File: config.mk
export PLATFORM = sky130hd
export DESIGN_NAME = alu_muldiv
export DESIGN_NICKNAME = d
export VERILOG_FILES = /design/src/rtl/alu_muldiv_pkg.sv /design/src/rtl/alu_muldiv_divider.sv /design/src/rtl/alu_muldiv.sv
export SDC_FILE = /design/constraint.sdc
export NUM_CORES = 2
export LEC_CHECK = 0
export BUFFER_PORTS_ARGS = -buffer_cell sky130_fd_sc_hd__buf_2
export CORE_MARGIN = 2
export CORE_UTILIZATION = 35
export CTS_CLUSTER_SIZE = 10
export DETAILED_ROUTE_END_ITERATION = 12
export HOLD_SLACK_MARGIN = 0.06
export PLACE_DENSITY = 0.54
export SKIP_LAST_GASP = 1
export SLEW_MARGIN = 20
export SYNTH_ARGS = -nofsm -noshare
export SYNTH_HDL_FRONTEND = slang
export SYNTH_SLANG_ARGS = --single-unit
File: constraint.sdc
create_clock -name clock -period 9.7 [get_ports clock]
set_input_delay 1.455 -clock clock [delete_from_list [all_inputs] [get_ports clock]]
set_output_delay 1.455 -clock clock [all_outputs]
set_load 0.02 [all_outputs]
File: src/rtl/alu_muldiv_pkg.sv
// alu_muldiv_pkg: shared ALU function codes, mul/div FSM states and divide-by-zero constants
package alu_muldiv_pkg;
  typedef enum logic [3:0] {
    ALU_ADD   = 4'h0,
    ALU_SUB   = 4'h1,
    ALU_AND   = 4'h2,
    ALU_OR    = 4'h3,
    ALU_XOR   = 4'h4,
    ALU_SLT   = 4'h5,
    ALU_SLL   = 4'h6,
    ALU_SRL   = 4'h7,
    ALU_MULT  = 4'h8,
    ALU_MULTU = 4'h9,
    ALU_DIV   = 4'hA,
    ALU_DIVU  = 4'hB,
    ALU_MTHI  = 4'hC,
    ALU_MTLO  = 4'hD,
    ALU_MFHI  = 4'hE,
    ALU_MFLO  = 4'hF
  } alu_func_e;

  typedef enum logic [1:0] {ST_IDLE, ST_MUL, ST_DIV, ST_FIX} md_state_e;

  // Quotient fill bit on divide-by-zero; the remainder path naturally yields the dividend
  localparam logic DIV0_QUOT_BIT = 1'b1;

  function automatic logic is_muldiv(input alu_func_e f);
    return f[3];
  endfunction
endpackage

File: src/rtl/alu_muldiv_divider.sv
// alu_muldiv_divider: radix-2 restoring divider on magnitudes with sign fix-up on the outputs
module alu_muldiv_divider
  import alu_muldiv_pkg::*;
#(
  parameter int DATA_W = 32
) (
  input  logic              clock,
  input  logic              reset_n,
  input  logic              i_load,
  input  logic              i_step,
  input  logic              i_signed,
  input  logic [DATA_W-1:0] i_a,
  input  logic [DATA_W-1:0] i_b,
  output logic [DATA_W-1:0] o_quo,
  output logic [DATA_W-1:0] o_rem
);
  logic [DATA_W-1:0] r_rem, r_quo, r_dsr, w_abs_a, w_abs_b;
  logic r_neg_q, r_neg_r, r_dvz, w_sa, w_sb;
  logic [DATA_W:0] w_shift, w_diff;
  assign w_sa    = i_signed & i_a[DATA_W-1];
  assign w_sb    = i_signed & i_b[DATA_W-1];
  assign w_abs_a = w_sa ? -i_a : i_a;
  assign w_abs_b = w_sb ? -i_b : i_b;
  assign w_shift = {r_rem, r_quo[DATA_W-1]};
  assign w_diff  = w_shift - {1'b0, r_dsr};
  // Zero divisor leaves |dividend| in the remainder, so only the quotient needs forcing
  assign o_quo = r_dvz ? {DATA_W{DIV0_QUOT_BIT}} : r_neg_q ? -r_quo : r_quo;
  assign o_rem = r_neg_r ? -r_rem : r_rem;
  always_ff @(posedge clock or negedge reset_n) begin
    if (!reset_n) begin
      r_rem   <= '0;
      r_quo   <= '0;
      r_dsr   <= '0;
      r_neg_q <= 1'b0;
      r_neg_r <= 1'b0;
      r_dvz   <= 1'b0;
    end else if (i_load) begin
      r_rem   <= '0;
      r_quo   <= w_abs_a;
      r_dsr   <= w_abs_b;
      r_neg_q <= w_sa ^ w_sb;
      r_neg_r <= w_sa;
      r_dvz   <= i_b == '0;
    end else if (i_step) begin
      r_rem <= w_diff[DATA_W] ? w_shift[DATA_W-1:0] : w_diff[DATA_W-1:0];
      r_quo <= {r_quo[DATA_W-2:0], ~w_diff[DATA_W]};
    end
  end
endmodule

File: src/rtl/alu_muldiv.sv
// alu_muldiv: HI/LO multiply/divide unit with fixed-latency multiplier and iterative divider
module alu_muldiv
  import alu_muldiv_pkg::*;
#(
  parameter int DATA_W    = 32,
  parameter int MUL_DELAY = 2
) (
  input  logic              clock,
  input  logic              reset_n,
  input  logic              start,
  input  alu_func_e         func,
  input  logic [DATA_W-1:0] data1,
  input  logic [DATA_W-1:0] data2,
  output logic [DATA_W-1:0] result,
  output logic              zero,
  output logic              busy,
  output logic              stall
);
  localparam int CW = $clog2((MUL_DELAY > DATA_W ? MUL_DELAY : DATA_W) + 1);
  md_state_e r_state, w_next;
  logic [CW-1:0] r_cnt, w_cnt_nxt;
  logic [DATA_W-1:0] r_hi, r_lo, r_op1, r_op2, w_quo, w_rem;
  logic [2*DATA_W-1:0] w_ext1, w_ext2, w_prod;
  logic r_sgn, w_acc, w_mul, w_div, w_cnt0;
  assign busy   = r_state != ST_IDLE;
  assign stall  = start & busy & is_muldiv(func);
  assign w_acc  = start & ~busy;
  assign w_mul  = w_acc & (func == ALU_MULT || func == ALU_MULTU);
  assign w_div  = w_acc & (func == ALU_DIV || func == ALU_DIVU);
  assign w_cnt0 = r_cnt == '0;
  assign result = (w_acc && func == ALU_MFHI) ? r_hi : (w_acc && func == ALU_MFLO) ? r_lo : '0;
  assign zero   = result == '0;
  // Sign-extend to full width so one modular multiply serves both signed and unsigned
  assign w_ext1 = {{DATA_W{r_sgn & r_op1[DATA_W-1]}}, r_op1};
  assign w_ext2 = {{DATA_W{r_sgn & r_op2[DATA_W-1]}}, r_op2};
  assign w_prod = w_ext1 * w_ext2;
  alu_muldiv_divider #(.DATA_W(DATA_W)) u_div (
    .clock   (clock),
    .reset_n (reset_n),
    .i_load  (w_div),
    .i_step  (r_state == ST_DIV),
    .i_signed(func == ALU_DIV),
    .i_a     (data1),
    .i_b     (data2),
    .o_quo   (w_quo),
    .o_rem   (w_rem)
  );
  always_comb begin
    w_next = r_state == ST_IDLE ? (w_mul ? ST_MUL : w_div ? ST_DIV : ST_IDLE)
           : r_state == ST_FIX ? ST_IDLE
           : w_cnt0 ? (r_state == ST_MUL ? ST_IDLE : ST_FIX) : r_state;
    w_cnt_nxt = w_mul ? CW'(MUL_DELAY - 1) : w_div ? CW'(DATA_W - 1)
              : (busy && !w_cnt0) ? r_cnt - CW'(1) : r_cnt;
  end
  always_ff @(posedge clock or negedge reset_n) begin
    if (!reset_n) begin
      r_state <= ST_IDLE;
      r_cnt   <= '0;
      r_hi    <= '0;
      r_lo    <= '0;
      r_op1   <= '0;
      r_op2   <= '0;
      r_sgn   <= 1'b0;
    end else begin
      r_state <= w_next;
      r_cnt   <= w_cnt_nxt;
      if (w_mul || w_div) begin
        r_op1 <= data1;
        r_op2 <= data2;
        r_sgn <= func == ALU_MULT || func == ALU_DIV;
      end
      if (r_state == ST_MUL && w_cnt0) {r_hi, r_lo} <= w_prod;
      else if (r_state == ST_FIX) begin
        r_hi <= w_rem;
        r_lo <= w_quo;
      end else if (w_acc && func == ALU_MTHI) r_hi <= data1;
      else if (w_acc && func == ALU_MTLO) r_lo <= data1;
    end
  end
endmodule

==> impl.org <==
** GRT
- Busiest grt layer :: met2
- Total grt overflow :: 0
- The first global-routing pass estimated around 260000 um of wire.
- Total global-route track usage :: 0.221
- Vias in the first global route :: roughly 43000
- For met1 alone, demand over resource in global routing was 0.310.
- The initial antenna violation count came to 8.
- For met3 alone, demand over resource in global routing was 0.0210.
- Fraction of met2 tracks used by global routing :: 0.371
- Entering global routing, the biggest net connects roughly 110 pins.

** Layout
- Nets :: 7388
- Summing all flip-flop and latch instances after layout gives just under 6000 um^2.
- The library cell used most frequently in the layout, excluding fill and tap cells, is inv_1.
- From synthesis to final layout, the design area changed by 6.97%.
- Summing all multi-input logic gate instances after layout gives around 41000 um^2.
- Leaving out fill and tap cells, the most frequent cells in the layout are 1196 x inv_1, 1126 x fa_1, 1079 x nand2_1.
- Fillcell total :: approximately 16000
- Fraction of final layout cells sized beyond drive strength 1 :: 0.0560

** STA
- Max-slew headroom at the worst pin :: 0.177
- The worst path needs ~9.1 ns of the cycle, external delays included.
- At the pin with the least slew margin, the transition time is 1.23 ns.
- Setup total negative slack :: 0 ns
- Fin crit share :: 0.935
- Final hold vios :: 0
- Setup repair after global routing left no endpoint under its margin.
- Final Skew :: around 0.028 ns
- Achievable clock frequency :: ~0.11 GHz
- Setup violation total in the final timing report :: 0
- Number of slew-limit violations in the final report :: 0
- Hold timing on the final database bottoms out at a slack of 0.481 ns.

** Placed design
- Number of buffers inserted by port buffering :: about 110
- Final RePlAce weighted congestion :: approximately 0.97
- The wire-length estimate of the detail-placed layout is 137000 um.

** Setup path
- By startpoint and endpoint, the worst setup path is classified as reg2reg.
- Arrival time at the worst endpoint :: between 9 and 10 ns
- Along the worst path, the maximum fanout reaches 19.
- For the worst setup path, the data required time is about 10 ns.
- Type of origin of the critical path :: register
- Sort of element at the end of the critical path :: register

** CTS
- Counting along the longest clock path gives a buffer depth of 3.
- The later pin in the worst-skew pair is clocked with a latency of between 0.5 and 0.6 ns.
- In this run, CTS created clock tree buffers numbering 30.
- Post-cts repair resize count :: 0
- After clock tree synthesis, the clock-pin slew on the worst setup and hold paths is roughly 0.060 ns.
- Maximum level of the CTS H-tree :: 1
- # clock sinks :: roughly 240
- Clock tree from TritonCTS :: yes
- CTS placed an instance of clkbuf_16 at the clock tree root.
- In this run, post-CTS hold repair placed 0 buffers.
- Post-CTS timing repair inserted 0 buffers for setup.

** Synth
- After synthesis the netlist holds a flip-flop and latch count of 236.
- Cell variety after synth :: 95
- Of the synthesized area, sequential elements account for 0.111.
- Number of nets produced by synthesis :: about 7500
- Count of mapped cells out of synthesis :: ~6000
- In the synthesized netlist the dominant register cell turns out to be dfrtp_1.
- Each instance of the synthesized netlist takes up on average 8.79 um^2.
- Summing every instance area after synthesis gives 53000 um^2.
- Counting flops with an async set or reset pin after synthesis yields a share of 1.00.
- During synthesis, Yosys emitted a total of 0 warnings.
- Number of synthesized flops with an enable pin :: 0

** Die
- Initial cell density of the core :: 0.353
- After floorplanning, the core was divided into ~140 placement rows.
- Overall die area :: around 150000 um^2
- Die extent in x :: between 300 and 400 um
- Placeable core region :: approximately 150000 um^2
- roughly 110 I/O pins were placed.
- Height of the die :: a little under 400 um

** Route
- Detailed-routing iteration count for the pre-antenna-repair pass :: 5
- Vias per inst :: between 5 and 6
- Initial drt markers :: 2845
- Number of remaining DRC errors :: 0
- Dividing the detail-routed wire length by the instance count gives ~21 um.
- Vias :: between 40000 and 50000
- Wires add up to between 150000 and 200000 um.
- Once detail routing completed, the nets flagged for antenna violations numbered 0.

** Worst hold path
- The worst hold path belongs to the class reg2reg.

** Run
- Across the run, the number of max-cap violations was 0.

** Run status
- Outcome :: completed
registers in the layout, summed over array words and instances, names as in the netlist:
name           cells
r_hi              32
r_state            2
r_op1             32
u_div.r_dvz        1
u_div.r_rem       32
r_op2             32
u_div.r_neg_q      1
r_sgn              1
r_lo              32
u_div.r_dsr       32
u_div.r_neg_r      1
u_div.r_quo       32
r_cnt              6
through the flow:
| stage | util | instances | worst slack, ns | area (um^2) |
|---|---|---|---|---|
| after floorplan | - | 6024 | 1.89 | 53000 |
| after global placement | 0.371 | 7925 | 0.791 | 55700 |
| after detailed placement | 0.371 | 7925 | 0.726 | 55700 |
| after CTS | 0.377 | 7977 | 0.667 | 56600 |
| after global routing | 0.377 | 7979 | 0.403 | 56700 |
| final | 0.377 | 7980 | 0.632 | 56700 |
routing by layer:
layer / routed length (um) / vias up
met3: 8980 / 183
li1: - / 18200
met4: 4380 / 0
met2: 79700 / 1112
met5: 0 / -
met1: 72700 / 21500
Yosys cell counts, types with 6 or more instances:
library cell,n,share of area
o41ai_1,14,0.0023
dfrtp_1,236,0.11
nand3_1,86,0.0081
and3_1,34,0.0040
a22o_1,32,0.0053
nand2_1,1080,0.077
nor2_1,158,0.011
o21ai_0,195,0.018
clkbuf_1,319,0.023
xor2_1,105,0.017
a211oi_1,48,0.0068
or2_2,18,0.0021
buf_2,16,0.0015
o31ai_1,23,0.0033
a21o_1,40,0.0057
o21bai_1,22,0.0031
and2_1,354,0.042
o211ai_1,15,0.0021
o21a_1,15,0.0021
nor3_1,49,0.0046
xnor2_1,104,0.017
fa_1,1126,0.43
nand4_1,24,0.0028
nand2b_1,15,0.0018
inv_1,1196,0.085
nor2b_1,12,0.0014
a221o_1,9,0.0017
a31oi_1,26,0.0031
nor4_1,26,0.0031
o21ai_1,23,0.0022
a22oi_1,37,0.0052
or3_1,20,0.0024
a32oi_1,9,0.0015
a21oi_1,169,0.016
a221oi_1,8,0.0013
nor3b_1,7,0.00099
a21boi_0,6,0.00085
ha_1,249,0.059
or4_1,10,0.0014
path summary, 6_finish.rpt:
path                       startpoint              end  slack (ns)  cells after the start
hold / removal               r_lo[21]         r_lo[21]        0.48                      2
max in group asynchronous     reset_n        r_op1[12]        7.18                      2
min in group asynchronous     reset_n  u_div.r_dsr[18]        0.96                      1
setup / recovery            r_op1[11]         r_hi[27]        0.63                     25
hold reg to reg              r_lo[21]         r_lo[21]        0.48                      2
setup reg to reg            r_op1[11]         r_hi[27]        0.63                     25
worst max-delay path: stages, from the launching register on:
cell and delay, ns:
dfrtp_1 0.99, buf_4 0.40, nand2_1 0.10, fa_1 0.52, inv_1 0.05, fa_1 0.50
inv_1 0.05, fa_1 0.47, inv_1 0.05, fa_1 0.49, fa_1 0.61, fa_1 0.44
fa_1 0.49, inv_1 0.05, fa_1 0.54, inv_1 0.07, ha_1 0.40, nand4_1 0.14
nor2_1 0.25, nand3_1 0.12, a211oi_1 0.76, o21ai_0 0.51, o211ai_1 0.41, a21boi_0 0.17
xor2_1 0.16, o21ai_0 0.16
kinds of logic after synthesis:
group | Yosys count | synth area share
DFF | 236 | 0.111
and+or+nand+nor | 1917 | 0.168
AOI/OAI and AO/OA | 743 | 0.0907
xor gates and xnor gates | 211 | 0.0354
muxes | 5 | 0.000945
buffers and inverters | 1537 | 0.110
adders and majority gates | 1375 | 0.484
cell type report:
cell class / count / share of cell area
diodes: 2 / 0.0000883
clock buffers: 45 / 0.0146
clock inverters: 7 / 0.00150
inverters: 1197 / 0.0793
multi-input cells: 4251 / 0.729
flip-flops and latches: 236 / 0.104
well taps: 2016 / 0.0445
repair buffers: 226 / 0.0265
Power is not shown: default switching activity piles up to over one toggle a cycle in this logic, so the estimate is an artifact.
